--- src/rtl/vram_arbiter.sv ---
// Shares the single-port VRAM between VGA scan-out (absolute priority), the CPU
// and the blitter. CPU and blitter are arbitrated round-robin.
module vram_arbiter #(
  parameter int ADDR_W = 19,
  parameter int DATA_W = 12
) (
  input  logic              clk,
  input  logic              rst,
  input  logic              vga_rdn,
  input  logic [ADDR_W-1:0] vga_addr,
  input  logic              cpu_req,
  input  logic              cpu_we,
  input  logic [ADDR_W-1:0] cpu_addr,
  input  logic [DATA_W-1:0] cpu_wdata,
  output logic              cpu_ack,
  output logic [DATA_W-1:0] cpu_rdata,
  input  logic              blt_req,
  input  logic              blt_we,
  input  logic [ADDR_W-1:0] blt_addr,
  input  logic [DATA_W-1:0] blt_wdata,
  output logic              blt_ack,
  output logic [DATA_W-1:0] blt_rdata,
  output logic [ADDR_W-1:0] vram_addr,
  output logic [DATA_W-1:0] vram_data_in,
  output logic              vram_we,
  input  logic [DATA_W-1:0] vram_out,
  output logic              busy,
  output logic              owner,
  output logic [1:0]        dbg_state
);

  // Handshake: a requester raises req with we/addr/wdata and holds it until its
  // one-cycle ack; request fields are latched at grant, rdata is valid with ack.
  typedef enum logic [1:0] {IDLE, ACCESS, RWAIT, RESP} state_t;

  state_t              state;
  logic                rr_next;   // 0 = CPU wins the next tie, 1 = blitter
  logic                lat_we;
  logic [ADDR_W-1:0]   lat_addr;
  logic [DATA_W-1:0]   lat_wdata;
  logic                grant_blt;

  assign grant_blt = blt_req && (!cpu_req || rr_next);

  always_ff @(posedge clk or negedge rst) begin
    if (!rst) begin
      state     <= IDLE;
      rr_next   <= 1'b0;
      owner     <= 1'b0;
      lat_we    <= 1'b0;
      lat_addr  <= '0;
      lat_wdata <= '0;
      cpu_ack   <= 1'b0;
      blt_ack   <= 1'b0;
      cpu_rdata <= '0;
      blt_rdata <= '0;
    end else begin
      cpu_ack <= 1'b0;
      blt_ack <= 1'b0;
      case (state)
        IDLE: begin
          if (vga_rdn && (cpu_req || blt_req)) begin
            owner     <= grant_blt;
            rr_next   <= !grant_blt;
            lat_we    <= grant_blt ? blt_we    : cpu_we;
            lat_addr  <= grant_blt ? blt_addr  : cpu_addr;
            lat_wdata <= grant_blt ? blt_wdata : cpu_wdata;
            state     <= ACCESS;
          end
        end
        ACCESS: begin
          // VGA may steal the port; the access simply retries next cycle.
          if (vga_rdn) begin
            if (lat_we) begin
              state <= RESP;
              if (owner) blt_ack <= 1'b1;
              else       cpu_ack <= 1'b1;
            end else begin
              state <= RWAIT;
            end
          end
        end
        RWAIT: begin
          if (owner) blt_rdata <= vram_out;
          else       cpu_rdata <= vram_out;
          if (owner) blt_ack <= 1'b1;
          else       cpu_ack <= 1'b1;
          state <= RESP;
        end
        RESP:    state <= IDLE;
        default: state <= IDLE;
      endcase
    end
  end

  always_comb begin
    vram_addr    = '0;
    vram_data_in = '0;
    vram_we      = 1'b0;
    if (state == ACCESS) begin
      vram_addr    = lat_addr;
      vram_data_in = lat_wdata;
      vram_we      = lat_we && vga_rdn;
    end
    if (!vga_rdn) vram_addr = vga_addr;
  end

  assign busy      = (state != IDLE);
  assign dbg_state = state;

endmodule

--- config.mk ---
export PLATFORM = sky130hd
export DESIGN_NAME = vram_arbiter
export DESIGN_NICKNAME = d
export VERILOG_FILES = /design/src/rtl/vram_arbiter.sv
export SDC_FILE = /design/constraint.sdc
export NUM_CORES = 1
export LEC_CHECK = 0
export ABC_AREA = 1
export CAP_MARGIN = 10
export CORE_UTILIZATION = 41
export CTS_CLUSTER_DIAMETER = 30
export CTS_CLUSTER_SIZE = 25
export DETAILED_ROUTE_END_ITERATION = 8
export PLACE_DENSITY = 0.82
export SKIP_LAST_GASP = 1
export SLEW_MARGIN = 20
export SYNTH_ARGS = -nofsm -noshare
export SYNTH_HDL_FRONTEND = slang
export SYNTH_SLANG_ARGS = --single-unit
--- constraint.sdc ---
create_clock -name clk -period 2.25 [get_ports clk]
set_clock_uncertainty 0.2 [all_clocks]
set_input_delay 0.45 -clock clk [delete_from_list [all_inputs] [get_ports clk]]
set_output_delay 0.45 -clock clk [all_outputs]
set_load 0.005 [all_outputs]
* Word level (Yosys, flattened, before mapping)
Cells that the tools add are included.
** Cells by class
- Bitwise operators :: 1
- Eq/ne operators :: 5
- Mux-type cells :: 19
- Reductions and logical operators :: 13
** Operators by type and width (count)
- 19-bit two-way mux :: 3
- 12-bit two-way mux :: 2
- 1-bit two-way mux :: 9
- 2-bit case mux with 4 select lines :: 1
- 2-bit AND reduction :: 4
- 2-bit equality test, second input constant :: 2
- 2-bit two-way mux :: 2
- 2-bit inequality test, second input constant :: 2
- 1-bit case mux with 2 select lines :: 2
- 1-bit logical AND :: 3
- 2-bit by 1-bit equality test with 1-bit output, second input constant :: 1
- 1-bit zero test :: 2
- 2-bit zero test :: 1
- 1-bit logical OR :: 2
- 2-bit nonzero test :: 1
- 1-bit inverter :: 1
** Storage, ports and cells
- Input bits :: 100
- Flip-flop bits (word level) :: 62
- Logic and storage cells :: 48

* Depth between registers and ports, before layout
Gate-level depths: netlist of the first run.
- Depth after elaboration :: 4
- Mapped depth :: 8

* Worst setup path after synthesis of the first run
No wires, ideal clock.
- Path kind :: flip-flop to output port
- From :: register state[1], in the netlist dbg_state[1]
- To :: output vram_addr[1]
- Buffers on the path :: 2
- Arrival :: 1.304 ns
- Path slack :: 0.296 ns
- Stages on the path, launching flop included :: 7
- Path through :: dfrtp_1 > inv_1 > ha_1 > clkbuf_1 > clkbuf_1 > nand3_1 > nand2_1
** On the way
- Cells in the longest elaborated chain, start to end :: 3
** RTL lines
- start: declaration :: RTL line 36 : state_t state;
- start signal: assignment :: RTL line 47 : state <= IDLE;
- start signal: assignment :: RTL line 68 : state <= ACCESS;
- start signal: assignment :: RTL line 75 : state <= RESP;
- 2-bit by 1-bit equality test with 1-bit output :: RTL line 100 : if (state == ACCESS) begin
- 19-bit two-way mux :: RTL line 100
- 19-bit two-way mux :: RTL line 105 : if (!vga_rdn) vram_addr = vga_addr;
- end: declaration :: RTL line 23 : output logic [ADDR_W-1:0] vram_addr,
Every way passes these cells.

* Worst setup path after layout of the first run
- From :: register state[1], in the netlist dbg_state[1]
- To :: output vram_addr[9]
The elaborated chain is that of the path after synthesis.

==> out/qor.yml, run 1 <==
floorplan:
  die_w_um: 92.57
  dieArea_um2: 8569
  ios: 162
  num_rows: 32
  core_area_um2: 7848
  die-height_um: 92.57
  initial_core_util: 0.4286
cts:
  cts.path.max_buffers: 2
  cts_tree: "built"
  insertion_delay_ns: 0.33
  post_cts_buffers: 0
  h-tree-depth: 3
  cts_made_buffers: 9
  clk_pin_slew_ns: 0.07
  cts_root_buf: "clkbuf_8"
  clock-sinks: 62
global_routing:
  track_usage: 0.2320
  grt_first_pass_wirelength_mm: 15.65
  overflow: 0
  grt_max_degree: 63
  grt_antenna_before_repair: 0
  grt_pass1_vias: 3505
layout:
  area_delta_synth_final_pct: 61.72
  fin_cells: 734
  n_antenna_cell: 0
  design_area_um2: 5439
  nFillCells: 665
  final_layout_size_suffix_gt1_frac: 0.07120
  final_util: 0.6931
  nets: 731
sta:
  max-slew-margin-rel: 0.5530
  finalCriticalPeriod_ns: 2.425
  finalSetupViolCount: 28
  fmax_mhz: 412.4
  rsz0062_at_grt: "yes"
  hold_viol: 0
  final.setup.tns_ns: -4.060
  period_share: 1.078
  drv_slew: 0
  setup_slack_ns: -0.1749
  worst_pin_slew_ns: 0.6689
synthesis:
  synth-edff-count: 0
  synthFlopType: "dfrtp_1"
  synth_area_leader_cell: "dfrtp_1"
  yosysWarnings: 0
  synth_top_area_frac: 0.4613
  synthTopCellsByArea: "dfrtp_1, nand2_1, nand3_1"
  synth.most_common_cell: "nand2_1"
  async_flop_share: 1.000
  synth_cells: 463
  yosys-top-cells-count: "nand2_1, inv_1, dfrtp_1, nand3_1, nand3b_1"
  ys_ff_latch: 62
  netlist_area_um2: 3363
  synth_fp_nets: 567
  avgSynthCellArea_um2: 7.264
  yosysUniqueCellTypes: 19
  ys_seq_area_frac: 0.4613
place:
  numPortBuffers: 161
  dp_hpwl_mm: 7.157
  place_area_um2: 5191
  routabilityCongestion: 0.7595
  dp.cells: 717
setup_path:
  worstPathArrival_ns: 1.77
  slowest_delay_ns: 0.50
  crit_path_end_kind: "primary output"
  start_kind: "register"
  path_class: "register to primary output"
  critPathRequiredTime_ns: 1.60
  path_max_fanout: 17
  slowest_stage: "clkdlybuf4s50_1"
  worstPathCellList: "inv_2 > ha_4 > buf_12 > nand3_1 > nand2_1 > clkdlybuf4s50_1"
route:
  first_iter_violations: 159
  wl_mm: 9.555
  vias_per_cell: 4.801
  first_pass_iters: 5
  antenna_left: 0
  routed-via-count: 3524
  drc_errors: 0
  wl_per_cell_um: 13.02
run_status:
  violations: "negative setup slack"
  status: "finished, violations left"
power:
  power_w: 0.005609
  peakVddDrop_uv: 445.8
  leakage_nw: 2.783
  power_density_nw_per_um2: 1031
worst_hold_path:
  min_path_type: "register to register"
job:
  drv_cap: 0
==> report_power, final <==
| group | total, W | switching (W) | internal, W |
|---|---|---|---|
| Sequential | 0.00195 | 0.000298 | 0.00165 |
| Combinational | 0.00258 | 0.00120 | 0.00138 |
| Clock | 0.00108 | 0.000452 | 0.000627 |
==> metal layers <==
metal / GRT usage / wire (µm) / vias up
met5: 0 / 0 / -
met4: 0.08333 / 174 / 0
met3: 0.05172 / 710 / 14
met2: 0.4130 / 4746 / 147
met1: 0.2725 / 3924 / 1607
li1: - / - / 1756
==> area by class of cell <==
type                    count  area [µm²]  area share
flip-flops and latches     62        1551      0.2853
multi-input cells         308        1455      0.2675
repair buffers            182        1843      0.3389
well taps                 102       127.6     0.02346
clock buffers               9       123.9     0.02277
inverters                  64       240.2     0.04417
clock inverters             7       97.59     0.01794
==> registers in the layout, indices dropped and copies added (netlist names) <==
register   cells
rr_next        1
lat_wdata     12
owner          1
cpu_rdata     12
dbg_state      2
blt_ack        1
lat_we         1
cpu_ack        1
blt_rdata     12
lat_addr      19
==> what timing repair did <==
| item | in CTS | in global routing |
|---|---|---|
| resized for setup | 9 | 4 |
| endpoints found under the hold margin | 62 | 0 |
| setup endpoints to repair | 33 | 31 |
| hold buffers | 1 | 0 |
==> kinds of logic after synthesis <==
logic type / Yosys count / share of synthesized area
compound gates: 31 / 0.04687
flops: 62 / 0.4613
simple gates: 273 / 0.3664
fa+ha+maj: 4 / 0.01488
buf+inv: 93 / 0.1105
==> cells in the final DEF (no fill, tap or decap), drive strengths merged, types with 2 or more instances in the layout <==
cell type / count
nand2: 182
clkinvlp: 2
ha: 4
o21ai: 29
dlygate4sd2: 4
inv: 65
clkinv: 2
nor2: 2
nand3b: 32
dfrtp: 62
bufinv: 2
buf: 21
clkbuf: 9
nand3: 54
clkdlybuf4s50: 154
==> worst max-delay path: cells and delay by family, from the launching register on <==
family                     cells  cell delay, ns
adders and majority gates      1            0.16
buffers and inverters          3            0.74
DFF                            1            0.40
and+or+nand+nor                2            0.16
==> final timing paths <==
check	from	end	slack, ns	cells after the start
worst max-delay path	dbg_state[1]	vram_addr[9]	-0.17	6
worst min-delay path	lat_wdata[5]	lat_wdata[5]	0.28	2
worst max register to register	dbg_state[0]	cpu_rdata[1]	0.35	7
worst min register to register	lat_wdata[5]	lat_wdata[5]	0.28	2
max in group asynchronous	rst	lat_we	1.12	3
min in group asynchronous	rst	lat_addr[5]	0.46	3
==> per-stage QoR <==
stage | hold WS (ns) | worst slack (ns)
after global routing | 0.3157 | -0.2926
after floorplan | -0.04559 | 0.2962
after CTS | 0.2842 | -0.2067
final | 0.2826 | -0.1749
after global placement | 0.2639 | -0.2788
after detailed placement | 0.2655 | -0.3052
No activity file was read; power rests on OpenSTA's default activity.
==> run 2, diff against run 1 <==
--- a/config.mk
+++ b/config.mk
@@ -6,11 +6,13 @@
 export NUM_CORES = 1
 export LEC_CHECK = 0
 export ABC_AREA = 1
+export ABC_CLOCK_PERIOD_IN_PS = 2250
 export CAP_MARGIN = 10
 export CORE_UTILIZATION = 41
 export CTS_CLUSTER_DIAMETER = 30
 export CTS_CLUSTER_SIZE = 25
 export DETAILED_ROUTE_END_ITERATION = 8
+export GPL_ROUTABILITY_DRIVEN = 0
 export PLACE_DENSITY = 0.82
 export SKIP_LAST_GASP = 1
 export SLEW_MARGIN = 20
==> results of run 2 <==
Final layout, timing and power as in run 1 (identical DEF).
==> run 3, diff against run 2 <==
--- a/config.mk
+++ b/config.mk
@@ -8,12 +8,14 @@
 export ABC_AREA = 1
 export ABC_CLOCK_PERIOD_IN_PS = 2250
 export CAP_MARGIN = 10
-export CORE_UTILIZATION = 41
+export CELL_PAD_IN_SITES_DETAIL_PLACEMENT = 1
+export CELL_PAD_IN_SITES_GLOBAL_PLACEMENT = 2
+export CORE_UTILIZATION = 21
 export CTS_CLUSTER_DIAMETER = 30
 export CTS_CLUSTER_SIZE = 25
 export DETAILED_ROUTE_END_ITERATION = 8
 export GPL_ROUTABILITY_DRIVEN = 0
-export PLACE_DENSITY = 0.82
+export PLACE_DENSITY = 0.81
 export SKIP_LAST_GASP = 1
 export SLEW_MARGIN = 20
 export SYNTH_ARGS = -nofsm -noshare
==> out/qor.yml, run 3 (synthesis results as in run 1) <==
global_routing:
  grt_first_pass_wirelength_mm: 19.18  # was 15.65 mm
  track_usage: 0.1527  # was 0.2320
  grt_pass1_vias: 3809  # was 3505
  overflow: 0  # unchanged
  grt_max_degree: 63  # unchanged
  grt_antenna_before_repair: 0  # unchanged
setup_path:
  regToRegEndpoint: "lat_we"  # was cpu_rdata[1]
  reg2reg_depth: 9  # was 7
  crit_path_end_kind: "primary output"  # unchanged
  ff2ff_setup_slack_ns: 0.24  # was 0.35 ns
  worstPathArrival_ns: 1.81  # was 1.77 ns
  worstPathCellList: "inv_2 > ha_4 > buf_8 > nand3_1 > nand2_1 > clkdlybuf4s50_1"  # was inv_2 > ha_4 > buf_12 > nand3_1 > nand2_1 > clkdlybuf4s50_1
  critPathRequiredTime_ns: 1.60  # about the same
  slowest_delay_ns: 0.50  # about the same
  crit_start: "dbg_state[1]"  # unchanged
  path_class: "register to primary output"  # unchanged
  path_max_fanout: 9  # was 17
  start_kind: "register"  # unchanged
  r2r-start: "dbg_state[0]"  # unchanged
  slowest_stage: "clkdlybuf4s50_1"  # unchanged
cts:
  clk_pin_slew_ns: 0.05  # was 0.07 ns
  h-tree-depth: 3  # unchanged
  cts.path.max_buffers: 2  # unchanged
  insertion_delay_ns: 0.33  # about the same
  cts_tree: "built"  # unchanged
  cts_root_buf: "clkbuf_16"  # was clkbuf_8
  cts_made_buffers: 9  # unchanged
  hold_buffers: 0  # was 1
  clock-sinks: 62  # unchanged
layout:
  fin_cells: 846  # was 734
  regMostFlops: "lat_addr"  # unchanged
  final_layout_size_suffix_gt1_frac: 0.08031  # was 0.07120
  largest_reg_flops: 19  # unchanged
  n_antenna_cell: 0  # unchanged
  nets: 735  # was 731
  area_delta_synth_final_pct: 70.31  # was 61.72%
  final_cell_mix: "nand2_1, clkdlybuf4s50_1, dfrtp_1, inv_1, nand3_1"  # unchanged
  final_common_cell: "nand2_1"  # unchanged
power:
  p_seq_frac: 0.318  # was 0.348
  peakVddDrop_uv: 467.1  # was 445.8 µV
  clock_power_share: 0.243  # was 0.192
  leakage_nw: 2.883  # was 2.783 nW
  p_sw_w: 0.002063  # was 0.001950 W
  combPwrFrac: 0.440  # was 0.460
  swShare: 0.3323  # was 0.3476
  power_w: 0.006210  # was 0.005609 W
  power_density_nw_per_um2: 1084  # was 1031 nW/µm²
  internal_power_w: 0.004147  # was 0.003659 W
route:
  drc_errors: 0  # unchanged
  wl_per_cell_um: 14.08  # was 13.02 µm
  first_pass_iters: 4  # was 5
  first_iter_violations: 119  # was 159
  routed-via-count: 3488  # was 3524
  antenna_left: 0  # unchanged
  wl_mm: 11.91  # was 9.555 mm
  vias_per_cell: 4.123  # was 4.801
run_status:
  status: "finished, violations left"  # unchanged
  violations: "negative setup slack"  # unchanged
place:
  dp.cells: 827  # was 717
  dp_hpwl_mm: 9.050  # was 7.157 mm
  numPortBuffers: 161  # unchanged
  pre_cts_slack_ns: -0.3470  # was -0.3052 ns
sta:
  finalCriticalPeriod_ns: 2.459  # was 2.425 ns
  setup_slack_ns: -0.2095  # was -0.1749 ns
  max-slew-margin-rel: 0.4700  # was 0.5530
  rsz0062_at_grt: "yes"  # unchanged
  fmax_mhz: 406.6  # was 412.4 MHz
  hold_viol: 0  # unchanged
  finalSetupViolCount: 27  # was 28
  drv_slew: 0  # unchanged
  fin_worst_hold_slack_ns: 0.003105  # was 0.2826 ns
  period_share: 1.093  # was 1.078
  worst_pin_slew_ns: 0.7950  # was 0.6689 ns
floorplan:
  dieArea_um2: 16530  # was 8569 µm²
  initial_core_util: 0.2180  # was 0.4286
  num_rows: 45  # was 32
  core_area_um2: 15430  # was 7848 µm²
  die-height_um: 128.6  # was 92.57 µm
  die_w_um: 128.6  # was 92.57 µm
  ios: 162  # unchanged
worst_hold_path:
  min_path_type: "primary input to asynchronous set/reset pin"  # was register to register
job:
  drv_cap: 0  # unchanged
-- run 3: layer usage --
metal  global-route usage  wire length [µm]  vias up
met3              0.02786               538       13
met2               0.2719              5830       99
li1                     -                 -     1767
met4              0.06436               199        0
met5                    0                 0        -
met1               0.1797              5342     1609
-- run 3: what timing repair did --
action | in CTS | in global routing
gates cloned | 1 | 0
resized for setup | 11 | 9
setup buffers | 2 | 1
endpoints found under the setup margin | 33 | 32
-- run 3: power by group through the flow --
stage / Clock (W) / Combinational (W) / Sequential [W]
after floorplan: 0 / 0.00114 / 0.00194
after global placement: 0 / 0.00257 / 0.00196
after detailed placement: 0 / 0.00266 / 0.00199
after CTS: 0.00155 / 0.00278 / 0.00198
after global routing: 0.00159 / 0.00308 / 0.00205
final: 0.00151 / 0.00273 / 0.00197
-- run 3: how the worst max path moves through the flow --
stage / end / slack, ns / cells past startpoint
CTS: vram_addr[0] / -0.24 / 6
global route: vram_addr[0] / -0.30 / 6
finish: vram_addr[0] / -0.21 / 6
floorplan: vram_addr[1] / 0.30 / 6
global placement: vram_addr[18] / -0.32 / 5
detailed placement: vram_addr[17] / -0.35 / 5
-- run 3: layout make-up --
type	instances	area [µm²]
Multi-Input combinational cell	308	1455
Sequential cell	62	1551
Timing Repair Buffer	186	1894
Tap cell	211	264.0
Fill cell	1873	9699
Clock inverter	4	70.07
Clock buffer	11	252.7
Inverter	64	240.2
-- run 3: metrics by stage --
stage	setup TNS (ns)	cell area, µm²	util
floorplan	0	3363	-
global placement	-5.412	5338	0.3460
detailed placement	-5.542	5338	0.3460
CTS	-6.000	5717	0.3706
global route	-6.899	5728	0.3713
finish	-4.638	5728	0.3713
-- run 3: critical path, delay by kind of cell, from the launching register on --
kind / cells / cell delay [ns]
buffers and inverters: 3 / 0.73
adder cells (fa/ha/maj): 1 / 0.19
flip-flops: 1 / 0.39
AND/OR/NAND/NOR: 2 / 0.16
